`config.mk`:
```
export PLATFORM = sky130hd
export DESIGN_NAME = pbmve_top_flat
export DESIGN_NICKNAME = d
export VERILOG_FILES = /design/src/rtl/pbmve_top_if.sv /design/src/rtl/pbmve_top.sv /design/src/flat_wrapper.sv
export SDC_FILE = /design/constraint.sdc
export NUM_CORES = 1
export LEC_CHECK = 0
export CAP_MARGIN = 20
export CORE_AREA = 2 2 198 200
export CTS_BUF_LIST = sky130_fd_sc_hd__clkbuf_2
export DETAILED_ROUTE_END_ITERATION = 12
export DIE_AREA = 0 0 200 202
export MAX_ROUTING_LAYER = met4
export PLACE_DENSITY = 0.66
export SYNTH_ARGS = -nofsm -noshare
export SYNTH_HDL_FRONTEND = slang
export SYNTH_SLANG_ARGS = --single-unit
```
`constraint.sdc`:
```
create_clock -name CLK -period 13.8 [get_ports CLK]
set_clock_uncertainty 0.2 [all_clocks]
set_input_delay 2.07 -clock CLK [delete_from_list [all_inputs] [get_ports CLK]]
set_output_delay 2.07 -clock CLK [all_outputs]
set_load 0.005 [all_outputs]
```
`src/rtl/pbmve_top_if.sv`:
```
// Motion-vector bus between a vector source (master) and pbmve_top (slave).
// Carries the per-block vector strobe, components and block address, plus
// the block-request and field-complete handshakes back to the source.
interface pbmve_top_if #(
  parameter int MV_W = 8
) ();
  logic            Vector_sig;
  logic [MV_W-1:0] mv_x;
  logic [MV_W-1:0] mv_y;
  logic [7:0]      addr_x;
  logic [7:0]      addr_y;
  logic            Nxt_block_sig;
  logic            MVF_complete_sig;

  modport master (
    output Vector_sig, mv_x, mv_y, addr_x, addr_y,
    input  Nxt_block_sig, MVF_complete_sig
  );

  modport slave (
    input  Vector_sig, mv_x, mv_y, addr_x, addr_y,
    output Nxt_block_sig, MVF_complete_sig
  );
endinterface

```
`src/rtl/pbmve_top.sv`:
```
// Motion-vector-field collector. Stores one {mv_x, mv_y} per block of a
// width x height grid, requests each next block with Nxt_block_sig and raises
// MVF_complete_sig once every grid position holds a vector.
// Optional feature macro: PBMVE_SLOW_PACE_EN -- paces Nxt_block_sig pulses
// to rising edges of the Slow_clk strobe (default build ignores Slow_clk).
module pbmve_top #(
  parameter int MAX_DIM = 16,
  parameter int MV_W    = 8
) (
  input  logic       CLK,
  input  logic       reset,
  input  logic       enable,
  input  logic       Slow_clk,
  input  logic [7:0] height,
  input  logic [7:0] width,
  pbmve_top_if.slave bus
);
  localparam int         DEPTH     = MAX_DIM * MAX_DIM;
  localparam int         IDX_W     = $clog2(DEPTH);
  localparam int         CNT_W     = $clog2(DEPTH + 1);
  localparam logic [7:0] MAX_DIM_B = 8'(MAX_DIM);

  typedef enum logic [1:0] {IDLE, COLLECT, DONE} state_t;

  state_t              state_q;
  state_t              next_state;

  logic [2*MV_W-1:0]   mvf_mem [DEPTH];
  logic [DEPTH-1:0]    valid;
  logic [CNT_W-1:0]    count;
  logic                vs_q;
  logic [7:0]          w_q;
  logic [7:0]          h_q;
  logic [CNT_W-1:0]    area_q;
  logic                nxt_q;

  logic                dims_ok;
  logic                accept;
  logic                in_range;
  logic                hit;
  logic                is_new;
  logic                last_vec;
  logic                start;
  logic                req;
  logic [IDX_W-1:0]    idx;
  logic [CNT_W-1:0]    count_next;
  logic [15:0]         area_full;

  assign dims_ok   = (width  != 8'd0) && (width  <= MAX_DIM_B) &&
                     (height != 8'd0) && (height <= MAX_DIM_B);
  assign area_full = 16'(width) * 16'(height);
  assign idx       = IDX_W'(bus.addr_y) * IDX_W'(MAX_DIM) + IDX_W'(bus.addr_x);

  // State register.
  // NOTE: sequential state uses non-blocking (<=) so every flop samples the
  // pre-edge values; blocking (=) is reserved for combinational blocks.
  always_ff @(posedge CLK or posedge reset) begin
    if (reset) state_q <= IDLE;
    else       state_q <= next_state;
  end

  // Next-state logic: enable low always returns to IDLE.
  always_comb begin
    // NOTE: assigning a default first keeps always_comb from inferring a latch.
    next_state = state_q;
    if (!enable) begin
      next_state = IDLE;
    end else begin
      case (state_q)
        IDLE:    if (dims_ok)  next_state = COLLECT;
        COLLECT: if (last_vec) next_state = DONE;
        DONE:    next_state = DONE;
        default: next_state = IDLE;
      endcase
    end
  end

  // Decode acceptance events and the block requests they generate.
  always_comb begin
    accept     = bus.Vector_sig & ~vs_q;
    in_range   = (bus.addr_x < w_q) && (bus.addr_y < h_q);
    hit        = (state_q == COLLECT) && enable && accept && in_range;
    is_new     = hit && !valid[idx];
    count_next = count + CNT_W'(is_new);
    last_vec   = hit && (count_next == area_q);
    start      = (state_q == IDLE) && enable && dims_ok;
    req        = start || (hit && !last_vec);
  end

  // Strobe history, dimension latch, occupancy bitmap and fill counter.
  always_ff @(posedge CLK or posedge reset) begin
    if (reset) begin
      vs_q   <= 1'b0;
      valid  <= '0;
      count  <= '0;
      w_q    <= '0;
      h_q    <= '0;
      area_q <= '0;
    end else begin
      vs_q <= bus.Vector_sig;
      if (start) begin
        w_q    <= width;
        h_q    <= height;
        area_q <= CNT_W'(area_full);
      end
      if (state_q == IDLE) begin
        valid <= '0;
        count <= '0;
      end else if (is_new) begin
        valid[idx] <= 1'b1;
        count      <= count_next;
      end
    end
  end

  // Vector storage; duplicates simply overwrite.
  // NOTE: the memory has no reset -- the valid bitmap decides which entries
  // mean anything, and leaving it unreset lets it map onto plain RAM.
  always_ff @(posedge CLK) begin
    if (hit) mvf_mem[idx] <= {bus.mv_x, bus.mv_y};
  end

`ifdef PBMVE_SLOW_PACE_EN
  logic [2:0] slow_sync;
  logic       slow_tick;
  logic       pending;

  assign slow_tick = slow_sync[1] & ~slow_sync[2];

  // Synchronize Slow_clk, hold one pending request, release it after a tick.
  always_ff @(posedge CLK or posedge reset) begin
    if (reset) begin
      slow_sync <= '0;
      pending   <= 1'b0;
      nxt_q     <= 1'b0;
    end else begin
      slow_sync <= {slow_sync[1:0], Slow_clk};
      if (!enable) begin
        pending <= 1'b0;
        nxt_q   <= 1'b0;
      end else begin
        nxt_q   <= pending & slow_tick;
        pending <= (pending & ~slow_tick) | req;
      end
    end
  end
`else
  logic unused_slow_clk;
  assign unused_slow_clk = Slow_clk;

  // Registered one-cycle request pulse.
  always_ff @(posedge CLK or posedge reset) begin
    if (reset) nxt_q <= 1'b0;
    else       nxt_q <= req;
  end
`endif

  assign bus.Nxt_block_sig    = nxt_q;
  assign bus.MVF_complete_sig = (state_q == DONE);
endmodule

```
`src/flat_wrapper.sv`:
```
// flat-port wrapper written by rule: the top's interface ports become plain ports
module pbmve_top_flat 
#(
  parameter int MAX_DIM = 16,
  parameter int MV_W    = 8
)
  (CLK, reset, enable, Slow_clk, height, width, bus_Vector_sig, bus_mv_x, bus_mv_y, bus_addr_x, bus_addr_y, bus_Nxt_block_sig, bus_MVF_complete_sig);
  pbmve_top_if #(.MV_W(MV_W)) bus_i ();
  input  logic CLK;
  input  logic reset;
  input  logic enable;
  input  logic Slow_clk;
  input  logic [7:0] height;
  input  logic [7:0] width;
  input wire logic [$bits(bus_i.Vector_sig)-1:0] bus_Vector_sig;
  input wire logic [$bits(bus_i.mv_x)-1:0] bus_mv_x;
  input wire logic [$bits(bus_i.mv_y)-1:0] bus_mv_y;
  input wire logic [$bits(bus_i.addr_x)-1:0] bus_addr_x;
  input wire logic [$bits(bus_i.addr_y)-1:0] bus_addr_y;
  output wire logic [$bits(bus_i.Nxt_block_sig)-1:0] bus_Nxt_block_sig;
  output wire logic [$bits(bus_i.MVF_complete_sig)-1:0] bus_MVF_complete_sig;
  assign bus_i.Vector_sig = bus_Vector_sig;
  assign bus_i.mv_x = bus_mv_x;
  assign bus_i.mv_y = bus_mv_y;
  assign bus_i.addr_x = bus_addr_x;
  assign bus_i.addr_y = bus_addr_y;
  assign bus_Nxt_block_sig = bus_i.Nxt_block_sig;
  assign bus_MVF_complete_sig = bus_i.MVF_complete_sig;
  pbmve_top #(.MAX_DIM(MAX_DIM), .MV_W(MV_W)) u_core (.CLK(CLK), .reset(reset), .enable(enable), .Slow_clk(Slow_clk), .height(height), .width(width), .bus(bus_i));
endmodule
```
==> summary.txt <==
Timing
  – Slew Viols, Final: 0
  – Post-Route Setup TNS: 0 ps
  – Setup repair after global routing missed its margin: no
  – Hold Violations, Final: 0
  – Final period util: 56.1%
  – Final min period: 7750 ps
  – Tightest Pin Transition: 1030 ps
  – Max Clk Rate: 0.129 GHz
  – Hold slack final: 288 ps
  – Rel. slew slack: 31.7%
  – # setup viols final: 0

Floorplanning
  – Die area: a little over 40000 um^2
  – Die X: ~200 um
  – Die height: roughly 200 um
  – Core box area: 38300 um^2
  – Number of I/O pins: 55
  – Row count: 72
  – Initial Utilization: 39.3%

Power
  – Switching Fraction: 28.6%
  – Clock power frac: 36.6%
  – Sw Pwr: 0.487 mW
  – Total power per unit cell area: between 100 and 150 nW/um^2
  – Cell-internal power: about 1.2 mW
  – Static Leak: 6.91 nW
  – Sequential power share: 51.0%
  – Comb power frac: 12.4%
  – Maximum VDD drop: 0.0000635 V
  – Design Power: 1.70 mW

Clock network
  – Worst-Skew Late Latency: roughly 900 ps
  – Clk pin slew, worst setup/hold paths: 100 ps
  – CTS tree: done
  – Clock Path Buffers: 3
  – Clock sinks: 294
  – Post-CTS Setup Inserts: 0
  – Post-CTS sizing: 0
  – Total CTS buffers: 77
  – Root buf cell: clkbuf_2
  – CTS H-tree depth: 3
  – Cts hold-fix bufs: 0

Worst setup path
  – Critical path class: in2reg
  – Type of origin of the critical path: primary input
  – Slowest cell on the critical path: buf_4
  – Critical Path AT: 8310 ps
  – Cell Chain, Critical Path: buf_4, buf_4, mux4_2, mux4_2, mux4_2, nand2_1, nand2_1, inv_1, ha_1, ha_1, nand3_1, or2_2, o211ai_1, a31oi_1, or4_1, o211ai_1, o21a_1, o21ai_0
  – Most used cell along the critical path: mux4_2
  – CP max FO: 43
  – Critical path capture point type: register
  – CP required: 14370 ps
  – Max incr delay on CP: approximately 640 ps

Place
  – Post-Place Cells: 1748
  – Port Buffers: 37
  – GPL Wtd Cong: 0.877
  – Post-DP HPWL: 24300 um

Route
  – Vias/cell: 5.76
  – WL/cell: 20.8 um
  – Post-route DRC: 0
  – M1 wire length: 16800 um
  – Final wirelength: between 30000 and 40000 um
  – Met3 wire len: 2560 um
  – Vias: 10.8k
  – Initial DRC count: between 800 and 900
  – Routed length on met2: 18200 um
  – Pre-Repair DR Iteration Count: 5
  – Top Layer Used: met4
  – Post-route ant nets: 0

Synth
  – Post-synth top flop: dfrtp_1
  – Synth async-reset ratio: 100%
  – Syn Nets: 1387
  – Syn Std Cell Area: around 15000 um^2
  – Fraction of the yosys area taken by sequential cells: 48.9%
  – Number of synthesized flops with an enable pin: 0
  – Commonest cells post-synth: dfrtp_1, o2bb2ai_1, inv_1, nand2_1, clkbuf_1
  – Yosys top cell by area: dfrtp_1
  – Yosys warnings: 0
  – Synth top area cells: dfrtp_1, mux4_2, o2bb2ai_1
  – Mean Syn Cell Area: about 12 um^2
  – Most frequent cell after synthesis: dfrtp_1
  – Cell count after synthesis: ~1.3k
  – Yosys cell types: 53
  – Synth top area share: 48.9%
  – Yosys reg bits: 294

Global routing
  – Initial antenna violation count: 1
  – Pin count of the biggest net entering global routing: 160
  – Tot GR Track Use: 20.8%
  – Vias in the first global route: roughly 11k
  – First-pass GRT wire length: 63100 um
  – Grt total ovfl: 0

Worst hold path
  – Hold Path Class: reg2reg

Finish
  – Fill count: 3568
  – Area of the multi-input gates: about 6800 um^2
  – Layout cells sized above 1: 17.4%
  – Fin cells: approximately 1.9k
  – Final Net Count: roughly 1.4k
  – Register Area: 7360 um^2
  – Syn-to-layout area delta: 9.57%

Status
  – Status: finished clean

Job
  – Max Cap Viol: 0
==> final timing paths <==
| check | startpoint | to | slack, ps | cells past startpoint |
|---|---|---|---|---|
| setup reg to reg | u_core.valid[163] | u_core.state_q[1] | 8230 | 16 |
| max in group asynchronous | reset | u_core.valid[159] | 10400 | 3 |
| hold / removal | u_core.valid[102] | u_core.valid[102] | 290 | 1 |
| setup / recovery | bus_addr_x[0] | u_core.state_q[1] | 6050 | 18 |
| hold reg to reg | u_core.valid[102] | u_core.valid[102] | 290 | 1 |
| min in group asynchronous | reset | u_core.valid[200] | 1620 | 2 |
==> worst max-delay path: cells and delay by family <==
kind | cells | cell delay [ps]
muxes | 3 | 1600
and+or+nand+nor | 5 | 1900
AOI/OAI and AO/OA | 5 | 820
buffers and inverters | 3 | 1460
adders and majority gates | 2 | 430
==> layout make-up <==
cell class | instances | share of cell area, %
Clock buffer | 112 | 3.40
Tap cell | 518 | 3.93
Clock inverter | 13 | 0.781
Inverter | 124 | 2.90
Timing Repair Buffer | 55 | 3.06
Multi-Input combinational cell | 757 | 41.3
Antenna cell | 1 | 0.0152
Sequential cell | 294 | 44.6
==> registers in the layout (all words and copies together) (netlist names) <==
register	count
u_core.w_q	8
u_core.count	9
u_core.area_q	9
u_core.state_q	2
u_core.h_q	8
u_core.valid	256
u_core.vs_q	1
u_core.bus.Nxt_block_sig	1
==> stage by stage <==
stage | instance area (um^2) | util [%] | worst slack, ps
after global routing | 16500 | 43.1 | 5510
after CTS | 16500 | 43.1 | 6040
after floorplan | 15100 | - | 3410
final | 16500 | 43.1 | 6050
after global placement | 15800 | 41.3 | 5200
after detailed placement | 15800 | 41.3 | 5080
==> power by group through the flow <==
stage / logic [mW] / clock network [mW] / registers [mW]
5_1_grt: 0.234 / 0.688 / 0.869
4_1_cts: 0.214 / 0.642 / 0.868
3_5_place_dp: 0.214 / 0 / 0.885
3_3_place_gp: 0.209 / 0 / 0.885
2_1_floorplan: 0.147 / 0 / 0.885
6_report: 0.211 / 0.623 / 0.868
==> logic make-up (layout without fill, tap and decap cells) <==
kind of cell,after synthesis,in the layout,share of synthesized area [%]
muxes,99,99,12.6
adders and majority gates,58,58,5.77
xor gates and xnor gates,34,34,1.98
buffers and inverters,225,304,5.95
DFF,294,294,48.9
and+or+nand+nor,239,239,7.89
AOI/OAI and AO/OA,327,327,17.0
other,0,1,0
==> cells in the final DEF (no fill, tap or decap), types with 25 or more instances in the layout <==
master / count
clkbuf_2: 112
ha_1: 38
inv_1: 122
o22ai_1: 73
and2_1: 32
nor2_1: 32
mux4_2: 70
clkdlybuf4s50_1: 34
nand3_1: 28
nand2_1: 85
o2bb2ai_1: 176
dfrtp_1: 294
xnor2_1: 25
==> per-layer routing <==
metal  GRT usage [%]  up-vias
met3            4.34      104
met1            27.9     5473
met4            8.73        0
met5               -        -
met2            30.8      410
li1                -     4803
No activity file was read; power rests on OpenSTA's default activity.
